<file path="config.mk">
export PLATFORM = sky130hd
export DESIGN_NAME = trivium_stream_ctrl_flat
export DESIGN_NICKNAME = d
export VERILOG_FILES = /design/src/rtl/trivium_stream_ctrl_if.sv /design/src/rtl/trivium_stream_ctrl.sv /design/src/flat_wrapper.sv
export SDC_FILE = /design/constraint.sdc
export NUM_CORES = 1
export LEC_CHECK = 0
export CAP_MARGIN = 20
export CORE_UTILIZATION = 35
export CTS_CLUSTER_SIZE = 14
export DETAILED_ROUTE_END_ITERATION = 10
export GPL_TIMING_DRIVEN = 0
export PLACE_DENSITY = 0.52
export SYNTH_ARGS = -nofsm -noshare
export SYNTH_HDL_FRONTEND = slang
export SYNTH_SLANG_ARGS = --single-unit
</file>
<file path="constraint.sdc">
create_clock -name clk -period 2.92 [get_ports clk]
set_input_delay 0.438 -clock clk [delete_from_list [all_inputs] [get_ports clk]]
set_output_delay 0.438 -clock clk [all_outputs]
set_load 0.01 [all_outputs]
</file>
<file path="src/rtl/trivium_stream_ctrl_if.sv">
// Control and keystream byte handshake between a Trivium stream controller
// (slave) and the block that drives it (master).
interface trivium_stream_ctrl_if;
   logic        start;
   logic        stop;
   logic [79:0] key;
   logic [79:0] iv;
   logic        busy;
   logic        ks_valid;
   logic        ks_ready;
   logic [7:0]  ks_data;

   modport master (
      output start, stop, key, iv, ks_ready,
      input  busy, ks_valid, ks_data
   );

   modport slave (
      input  start, stop, key, iv, ks_ready,
      output busy, ks_valid, ks_data
   );
endinterface

</file>
<file path="src/rtl/trivium_stream_ctrl.sv">
// Trivium keystream controller: loads key/iv, discards the warm-up output,
// then packs keystream bits (first bit in bit 0) into bytes behind valid/ready.
module trivium_stream_ctrl #(
   parameter int unsigned WARMUP_STEPS = 1152
) (
   input  logic                 clk,
   input  logic                 reset,
   trivium_stream_ctrl_if.slave bus
);
   localparam int unsigned CNT_W = $clog2(WARMUP_STEPS + 1);

   typedef enum logic [1:0] {
      IDLE   = 2'd0,
      WARMUP = 2'd1,
      RUN    = 2'd2
   } state_e;

   state_e           state_q, state_d;
   logic [CNT_W-1:0] wcnt_q, wcnt_d;
   logic [92:0]      a_q, a_d;
   logic [83:0]      b_q, b_d;
   logic [110:0]     c_q, c_d;
   logic [2:0]       n_q, n_d;
   logic [6:0]       col_q, col_d;
   logic [7:0]       data_q, data_d;
   logic             vld_q, vld_d;

   logic ks_bit, t1, t2, t3;
   logic step, load;

   // Register index k holds Trivium cell A[k]/B[k]/C[k]; a step shifts toward higher k.
   assign ks_bit = a_q[65] ^ a_q[92] ^ b_q[68] ^ b_q[83] ^ c_q[65] ^ c_q[110];
   assign t1     = a_q[65] ^ a_q[92] ^ (a_q[90] & a_q[91]) ^ b_q[77];
   assign t2     = b_q[68] ^ b_q[83] ^ (b_q[81] & b_q[82]) ^ c_q[86];
   assign t3     = c_q[65] ^ c_q[110] ^ (c_q[108] & c_q[109]) ^ a_q[68];

   assign bus.busy     = (state_q != IDLE);
   assign bus.ks_valid = vld_q;
   assign bus.ks_data  = data_q;

   always_comb begin
      state_d = state_q;
      wcnt_d  = wcnt_q;
      n_d     = n_q;
      col_d   = col_q;
      data_d  = data_q;
      vld_d   = vld_q;
      step    = 1'b0;
      load    = 1'b0;

      if (bus.stop) begin
         state_d = IDLE;
         vld_d   = 1'b0;
         n_d     = 3'd0;
         col_d   = '0;
      end else if (bus.start) begin
         load    = 1'b1;
         state_d = WARMUP;
         wcnt_d  = '0;
         vld_d   = 1'b0;
         n_d     = 3'd0;
         col_d   = '0;
      end else begin
         case (state_q)
            IDLE: state_d = IDLE;
            WARMUP: begin
               step   = 1'b1;
               wcnt_d = wcnt_q + CNT_W'(1);
               if (wcnt_d == CNT_W'(WARMUP_STEPS)) begin
                  state_d = RUN;
                  n_d     = 3'd0;
                  col_d   = '0;
               end
            end
            RUN: begin
               if (vld_q && bus.ks_ready) vld_d = 1'b0;
               // The eighth bit is only produced once the output register can take the byte.
               if (n_q != 3'd7) begin
                  step       = 1'b1;
                  col_d[n_q] = ks_bit;
                  n_d        = n_q + 3'd1;
               end else if (!vld_q || bus.ks_ready) begin
                  step   = 1'b1;
                  data_d = {ks_bit, col_q};
                  vld_d  = 1'b1;
                  n_d    = 3'd0;
               end
            end
            default: state_d = IDLE;
         endcase
      end

      a_d = a_q;
      b_d = b_q;
      c_d = c_q;
      if (load) begin
         a_d = {13'd0, bus.iv};
         b_d = {4'd0, bus.key};
         c_d = {3'b111, 108'd0};
      end else if (step) begin
         a_d = {a_q[91:0], t3};
         b_d = {b_q[82:0], t1};
         c_d = {c_q[109:0], t2};
      end
   end

   always_ff @(posedge clk) begin
      if (reset) begin
         state_q <= IDLE;
         wcnt_q  <= '0;
         n_q     <= 3'd0;
         col_q   <= '0;
         data_q  <= 8'h00;
         vld_q   <= 1'b0;
         a_q     <= '0;
         b_q     <= '0;
         c_q     <= '0;
      end else begin
         state_q <= state_d;
         wcnt_q  <= wcnt_d;
         n_q     <= n_d;
         col_q   <= col_d;
         data_q  <= data_d;
         vld_q   <= vld_d;
         a_q     <= a_d;
         b_q     <= b_d;
         c_q     <= c_d;
      end
   end
endmodule

</file>
<file path="src/flat_wrapper.sv">
// flat-port wrapper written by rule: the top's interface ports become plain ports
module trivium_stream_ctrl_flat 
#(
   parameter int unsigned WARMUP_STEPS = 1152
)
  (clk, reset, bus_start, bus_stop, bus_key, bus_iv, bus_ks_ready, bus_busy, bus_ks_valid, bus_ks_data);
  trivium_stream_ctrl_if bus_i ();
  input  logic clk;
  input  logic reset;
  input wire logic [$bits(bus_i.start)-1:0] bus_start;
  input wire logic [$bits(bus_i.stop)-1:0] bus_stop;
  input wire logic [$bits(bus_i.key)-1:0] bus_key;
  input wire logic [$bits(bus_i.iv)-1:0] bus_iv;
  input wire logic [$bits(bus_i.ks_ready)-1:0] bus_ks_ready;
  output wire logic [$bits(bus_i.busy)-1:0] bus_busy;
  output wire logic [$bits(bus_i.ks_valid)-1:0] bus_ks_valid;
  output wire logic [$bits(bus_i.ks_data)-1:0] bus_ks_data;
  assign bus_i.start = bus_start;
  assign bus_i.stop = bus_stop;
  assign bus_i.key = bus_key;
  assign bus_i.iv = bus_iv;
  assign bus_i.ks_ready = bus_ks_ready;
  assign bus_busy = bus_i.busy;
  assign bus_ks_valid = bus_i.ks_valid;
  assign bus_ks_data = bus_i.ks_data;
  trivium_stream_ctrl #(.WARMUP_STEPS(WARMUP_STEPS)) u_core (.clk(clk), .reset(reset), .bus(bus_i));
endmodule
</file>
* Word-level counts from Yosys, hierarchy flattened
Index checks and enable logic that the tools add are counted.
** Word-level totals
- Register bits :: 320
- Output and inout bits :: 10
** Operators by class
- $add $sub $neg :: 2
- Magnitude comparators :: 2
- Eq/ne operators :: 9
- Muxes and demuxes :: 31
- Bitwise gates (word level) :: 20
- Reduce and logical (&&, ||, !) cells :: 17
** Operators with widths (count)
- $mux 80 :: 4
- $mux 111 :: 2
- $mux 11 :: 2
- $mux 7 :: 2
- $pmux 7 s2 :: 1
- $xor 1x1->1 :: 13
- $add 11x1->11 const B :: 1
- $eq 11x11->1 const B :: 1
- $mux 1 :: 11
- $mux 3 :: 3
- $reduce_bool 2->1 :: 4
- $bwmux 7 :: 1
- $pmux 3 s2 :: 1
- $reduce_and 2->1 :: 3
- $reduce_and 3->1 :: 2
- $reduce_and 5->1 :: 1
- $lt 3x4->1 const B :: 1
- $ne 2x1->1 const B :: 2
- $not 1->1 :: 4
- $pmux 2 s2 :: 1
- $reduce_or 2->1 :: 2
- $add 3x1->3 const B :: 1
- $and 1x1->1 :: 3
- $demux 1 s3 :: 1
- other kinds (13) :: 14

* Longest topological paths before layout
Gate-level depths: netlist of run 1.
- Word-level depth :: 9
- Mapped depth :: 9

* Worst setup path after synthesis of run 1
OpenSTA, ideal clock, no wires.
- Kind :: register to register
- Start point :: register u_core.n_q[0]
- End point :: register u_core.a_q[28]
- Library setup time :: 91 ps
- Arrival :: 2057 ps
- Data required time :: 2829 ps
- Slack :: 772 ps
- Stages on the path, launching flop included :: 9
- Buffers on the path :: 2
- Clock period less this slack :: 2148 ps
- Cell sequence :: dfxtp_1 -> ha_1 -> ha_1 -> a21boi_0 -> o211ai_1 -> clkbuf_1 -> buf_1 -> nand2_1 -> a311oi_1
** Between the ends
- Longest elaborated chain between the ends :: 6
** RTL lines
- from (decl) :: line trivium_stream_ctrl.sv:23 : logic [2:0] n_q, n_d;
- from (signal assigned) :: line trivium_stream_ctrl.sv:121 : n_q <= n_d;
- $ne 3x3->1 :: line trivium_stream_ctrl.sv:78 : if (n_q != 3'd7) begin
- $mux 1 :: line trivium_stream_ctrl.sv:78
- $pmux 1 s2 :: line trivium_stream_ctrl.sv:64 : case (state_q)
- $mux 1 :: line trivium_stream_ctrl.sv:56 : end else if (bus.start) begin
- $mux 1 :: line trivium_stream_ctrl.sv:51 : if (bus.stop) begin
- $reduce_bool 2->1 (no line)
- to (signal assigned) :: line trivium_stream_ctrl.sv:115 : a_q <= '0;
- to (signal assigned) :: line trivium_stream_ctrl.sv:125 : a_q <= a_d;
- to (decl) :: line trivium_stream_ctrl.sv:20 : logic [92:0] a_q, a_d;
No other way between the ends.
A chain may end at the register's enable or synchronous reset.

* Final worst setup path of run 1
- Start point :: register u_core.n_q[0]
- End point :: register u_core.a_q[16]
The elaborated chain is that of the path after synthesis.

==> results of run 1 <==
## registers in the layout, indices dropped and copies added (netlist names)
register / flops
u_core.bus.ks_data: 8
u_core.bus.ks_valid: 1
u_core.col_q: 7
u_core.state_q: 2
u_core.b_q: 84
u_core.n_q: 3
u_core.a_q: 93
u_core.c_q: 111
u_core.wcnt_q: 11
## metal layers
layer	wire length (um)	GRT usage (%)
met1	16800	25.6
met2	15900	29.5
met3	1770	2.98
met4	627	5.48
met5	0	0
## final timing paths
kind	start	endpoint	slack, ps	depth (start not counted)
max	u_core.n_q[0]	u_core.a_q[16]	170	8
min	bus_stop	u_core.state_q[1]	420	3
max reg2reg	u_core.n_q[0]	u_core.a_q[16]	170	8
min reg2reg	u_core.c_q[19]	u_core.c_q[20]	450	2
## timing repair
action                                  4_1_cts  5_1_grt
setup buffers                                 1        0
endpoints found under the setup margin      249      200
pin swaps                                     1        0
gates resized for setup                       3       35
## worst max-delay path, delay by kind of cell, from the launching register on
| kind | cells | cell delay (ps) |
|---|---|---|
| AO/OA/AOI/OAI | 3 | 870 |
| buffers and inverters | 2 | 790 |
| adder cells (fa/ha/maj) | 2 | 500 |
| flip-flops | 1 | 380 |
| AND/OR/NAND/NOR | 1 | 100 |
## layout make-up
cell class	count	area (um^2)
plain buffers	139	557
inverters	9	33.8
clock inverters	4	22.5
fillers	3584	19400
repair buffers	174	1740
well taps	461	577
multi-input cells	1169	5830
flip-flops and latches	320	6410
clock buffers	61	1180
## through the flow
stage               hold slack (ps)  TNS, ps  setup slack, ps  instances  area, um^2
floorplan                       432        0              772       1637       12800
global placement                436   -83770             -494       2271       15100
detailed placement              442   -91150             -534       2271       15100
CTS                             392        0             42.6       2337       16300
global route                    441    -41.6            -14.4       2337       16300
finish                          424        0              171       2337       16300
## cells in the mapped netlist, drive strengths merged (3+ instances only)
cell type	number	share of area (%)
nor2b	4	0.20
o21ai	5	0.22
ha	6	0.59
a311o	3	0.23
dfxtp	320	50
a311oi	121	8.3
inv	9	0.26
o311a	4	0.31
mux2i	16	1.3
nor2	163	4.8
xnor2	7	0.48
buf	14	0.50
clkbuf	125	3.7
nor3	10	0.43
nand2	563	17
or4	3	0.18
and3	6	0.29
a21boi	3	0.18
a21oi	180	7.0
o211ai	4	0.23
nand4	3	0.15
a22oi	37	2.2
a221o	6	0.47
## logic make-up after synthesis
kind of cell,count (synthesis),synth area share [%]
and+or+nand+nor,766,23.3
AOI/OAI and AO/OA,372,19.8
adders and majority gates,6,0.586
DFF,320,50.0
buffers and inverters,148,4.43
xor gates and xnor gates,9,0.616
muxes,16,1.25
## report_power, final
part / switching, mW / total, mW / internal (mW)
logic: 0.346 / 0.686 / 0.340
clock network: 1.79 / 4.54 / 2.75
registers: 0.0747 / 4.58 / 4.51
==> run metrics, run 1 <==
Worst Path Max Fanout 10; CTS Buf Count 38; EDFF count, synth 0; slowest cell on the critical path clkbuf_1; Final setup viols 0; via count 11,800; Detailed Place HPWL 24.3 mm; Final Hold Fails 0; final WL 35.1 mm; commonest non-fill, non-tap cell in the layout nand2_1; PwrDens 600 nW/um^2; die area 37,300 um^2; Slew Limit Headroom 52.0%; f_max 0.364 GHz; Final ANT Viol Nets 0; hold_buf cts 0; htree depth 2; #FFs+latches synth 320; DR vias/cell ~5.1; CP startpoint kind flop; clk_lat worst skew 520 ps; Post-layout nets 2,022; initial core utilization 35.8%; grt total ovfl 0; largest net degree at the start of global routing 13; clock tree sinks 320; PortBufs approximately 170; layout cells sized above 1 under 10%; DIE HEIGHT 193 um; Cells after Synth approximately 1,600; maximum capacitance violations 0; RD Place Congestion 0.782; All-Layer GR Usage roughly 18%; most frequent cells in the layout nand2_1 (563), dfxtp_1 (320), a21oi_1 (180), clkdlybuf4s50_1 (173), nor2_1 (162); Power Total 9.81 mW; post-layout util 45.7%; critical-path cell list ha_1 > ha_1 > a21boi_0 > o211a_1 > clkbuf_2 > clkbuf_1 > nand2_1 > a311oi_1; WP data arrival around 3200 ps; deepest clock path buffer count 3; CP Class reg2reg; clock skew 10.1 ps; CP Capture Type flop; Tcrit/Tclk final between 90 and 100%; # IOs 175; outcome finished with violations; CTS tree done; Worst Tran Pin Value 720 ps; # rows around 70; n_diodes 0; Max Slew Vio Count 0; Static Leak around 5.6 nW; Worst VDD drop 0.000463 V; synthesized area 12,800 um^2; Root Driver clkbuf_16; Syn. warnings 0; wire per inst 15.0 um; CP dominant cell by count ha_1; first-pass GRT wire length 57.1 mm; initial antenna violation count 0; sequential area share after synthesis approximately 50%; number of global-route vias before repair 10,900; Synth Flop Type dfxtp_1; TritonRoute pass-1 iters 8; Die W 193 um; Req. time, crit path 3340 ps; core area 35,700 um^2; asr flop ratio synth 0%; Final min period 2750 ps; DR iter-0 viols approximately 600; P&R area growth vs syn 27.7%; Largest stage delay, worst path 400 ps; violations in the final reports DRC; Reg clk slew, reported paths 60 ps; RSZ-0062 raised after global routing true; number of library cell types mapped by synthesis 46; drc violations 14; Syn Nets around 1,800; syn avg cell area 7.82 um^2; Hold WC Path Type in2reg
Power figures use the tool's default switching activity.
==> inputs of run 2 (changes only) <==
REMOVE_ABC_BUFFERS = 1   (was default)
==> run 2 against run 1 <==
Register-to-register slack gained 40 ps. Total power down 0.96%. Global-route usage decreased by 1.9 points. Die area is the same. First-iteration DRC count grew 37%. Setup slack improved by 39 ps. Final cell count fell by 4.6%. The run still ends with DRC left. Critical path type unchanged. Fmax rose by 1.4%. Sequential power about the same. Wire length is 7.5% lower.
==> run metrics, run 2 (same netlist as run 1, synthesis figures left out) <==
CTS Buf Count 37; Worst Tran Pin Value 905 ps; RSZ-0062 raised after global routing false; reg2reg path depth 13; Max Slew Vio Count 0; Largest register FFs between 100 and 150; All-Layer GR Usage 16.5%; post-layout util 45.8%; R2R Setup Slk between 200 and 250 ps; CTS tree done; clock tree sinks 320; WP depth 13; maximum capacitance violations 0; number of global-route vias before repair 10,200; drc violations 13; initial antenna violation count 1; met2 usage 25.9%; CP startpoint u_core.n_q[0]; FF-to-FF Start u_core.n_q[0]; P&R area growth vs syn 27.7%; CP bufs+invs 7; clock skew 14.7 ps; final WL 32.5 mm; Power Total 9.72 mW; Req. time, crit path ~3300 ps; Worst Path Max Fanout 34; wire per inst 14.6 um; # IOs between 150 and 200; Die W around 190 um; CP startpoint kind flop; critical-path cell list ha_2 > ha_4 > a21boi_4 > o211ai_1 > buf_4 > buf_4 > buf_4 > buf_8 > buf_16 > buf_6 > buf_6 > nand2_1 > a311oi_2; met1 Use GR 23.2%; Final Hold Fails 0; PortBufs 174; Hold WC Path Type in2reg; outcome finished with violations; delay-heaviest family, CP buffers and inverters; WP data arrival 3130 ps; DR iter-0 viols 817; # rows 69; CP dominant cell by count buf_4; layout cells sized above 1 6.50%; TritonRoute pass-1 iters 9; initial core utilization about 36%; sequential power share 47.1%; first-pass GRT wire length 52.4 mm; slowest cell on the critical path dfxtp_4; grt total ovfl 0; violations in the final reports DRC; Detailed Place HPWL 18.9 mm; deepest clock path buffer count 3; DR vias/cell 5.07; Static Leak 5.58 nW; switching power 2.18 mW; Reg clk slew, reported paths 60 ps; grt met3 use 3.26%; Worst VDD drop around 0.00033 V; DP Worst Slack -1480 ps; CP Class reg2reg; Reg with most FFs u_core.c_q; Slew Limit Headroom 39.5%; CP Capture Type flop; htree depth 2; Post-layout nets 1,915; clk_lat worst skew approximately 520 ps; Root Driver clkbuf_16; core area about 36,000 um^2; internal power around 7.5 mW; Final setup viols 0; n_diodes 0; post-layout worst setup margin 211 ps; largest net degree at the start of global routing ~120; Final min period 2710 ps; Final ANT Viol Nets 0; Tcrit/Tclk final 92.8%; Clk pwr share 46.0%; worst setup path end u_core.a_q[9]; f_max 0.369 GHz; most frequent cells in the layout nand2_1 (563), dfxtp_1 (318), a21oi_1 (180), clkdlybuf4s50_1 (171), nor2_1 (161); worst r2r dst u_core.a_q[9]; RD Place Congestion 0.746; commonest non-fill, non-tap cell in the layout nand2_1; sw frac 22.5%; via count 11,300; DIE HEIGHT 193 um; Regs by FF count u_core.c_q: 111 flops, u_core.a_q: 93 flops, u_core.b_q: 84 flops; PwrDens 594 nW/um^2; grt peak-use layer met2; die area 37,300 um^2; Largest stage delay, worst path 390 ps; Gate power share under 10%
run 2: area by class of cell:
| cell class | instances | area [um^2] |
|---|---|---|
| fill | 3602 | 19400 |
| sequential | 320 | 6410 |
| multi-input combinational | 1172 | 5950 |
| timing repair buffer | 204 | 2190 |
| clock buffer | 56 | 1140 |
| tap | 461 | 577 |
| clock inverter | 7 | 50.0 |
| inverter | 9 | 33.8 |
run 2: per-layer routing:
| layer | part of all wire, % | vias to the layer above | wire length (um) |
|---|---|---|---|
| met1 | 49 | 5263 | 15800 |
| met2 | 45 | 206 | 14600 |
| met5 | 0.052 | - | 17 |
| li1 | - | 5788 | - |
| met3 | 4.7 | 39 | 1540 |
| met4 | 1.5 | 2 | 498 |
run 2: worst min-delay path by stage:
stage	depth (start not counted)	slack, ps	end	from
floorplan	2	430	u_core.b_q[43]	u_core.b_q[43]
CTS	2	370	u_core.wcnt_q[2]	reset
global route	2	400	u_core.wcnt_q[2]	reset
global placement	2	440	u_core.a_q[80]	u_core.a_q[79]
detailed placement	2	440	u_core.c_q[79]	u_core.c_q[78]
finish	2	390	u_core.b_q[53]	reset
run 2: power by group through the flow:
stage	Clock (mW)	Sequential (mW)	Combinational (mW)
final	4.47	4.58	0.669
after global routing	4.79	4.59	0.739
after CTS	4.61	4.58	0.667
after detailed placement	0	4.67	0.656
after global placement	0	4.67	0.678
after floorplan	0	4.66	0.304
run 2: timing repair:
item | 4_1_cts | 5_1_grt
endpoints found under the hold margin | 0 | 0
resized for setup | 14 | 14
hold buffers | 0 | 0
buffers inserted | 2 | 2
endpoints found under the setup margin | 291 | 220
gates cloned | 3 | 1
pin swaps | 1 | 1
run 2: metrics by stage:
step | area, um^2 | hold slack [ps] | instances | TNS (ps)
after global placement | 14600 | 436 | 2133 | -3751040
after global routing | 16400 | 402 | 2229 | 0
after floorplan | 12300 | 430 | 1498 | -1940860
final | 16400 | 393 | 2229 | 0
after detailed placement | 15000 | 443 | 2164 | -255690
after CTS | 16300 | 369 | 2227 | 0
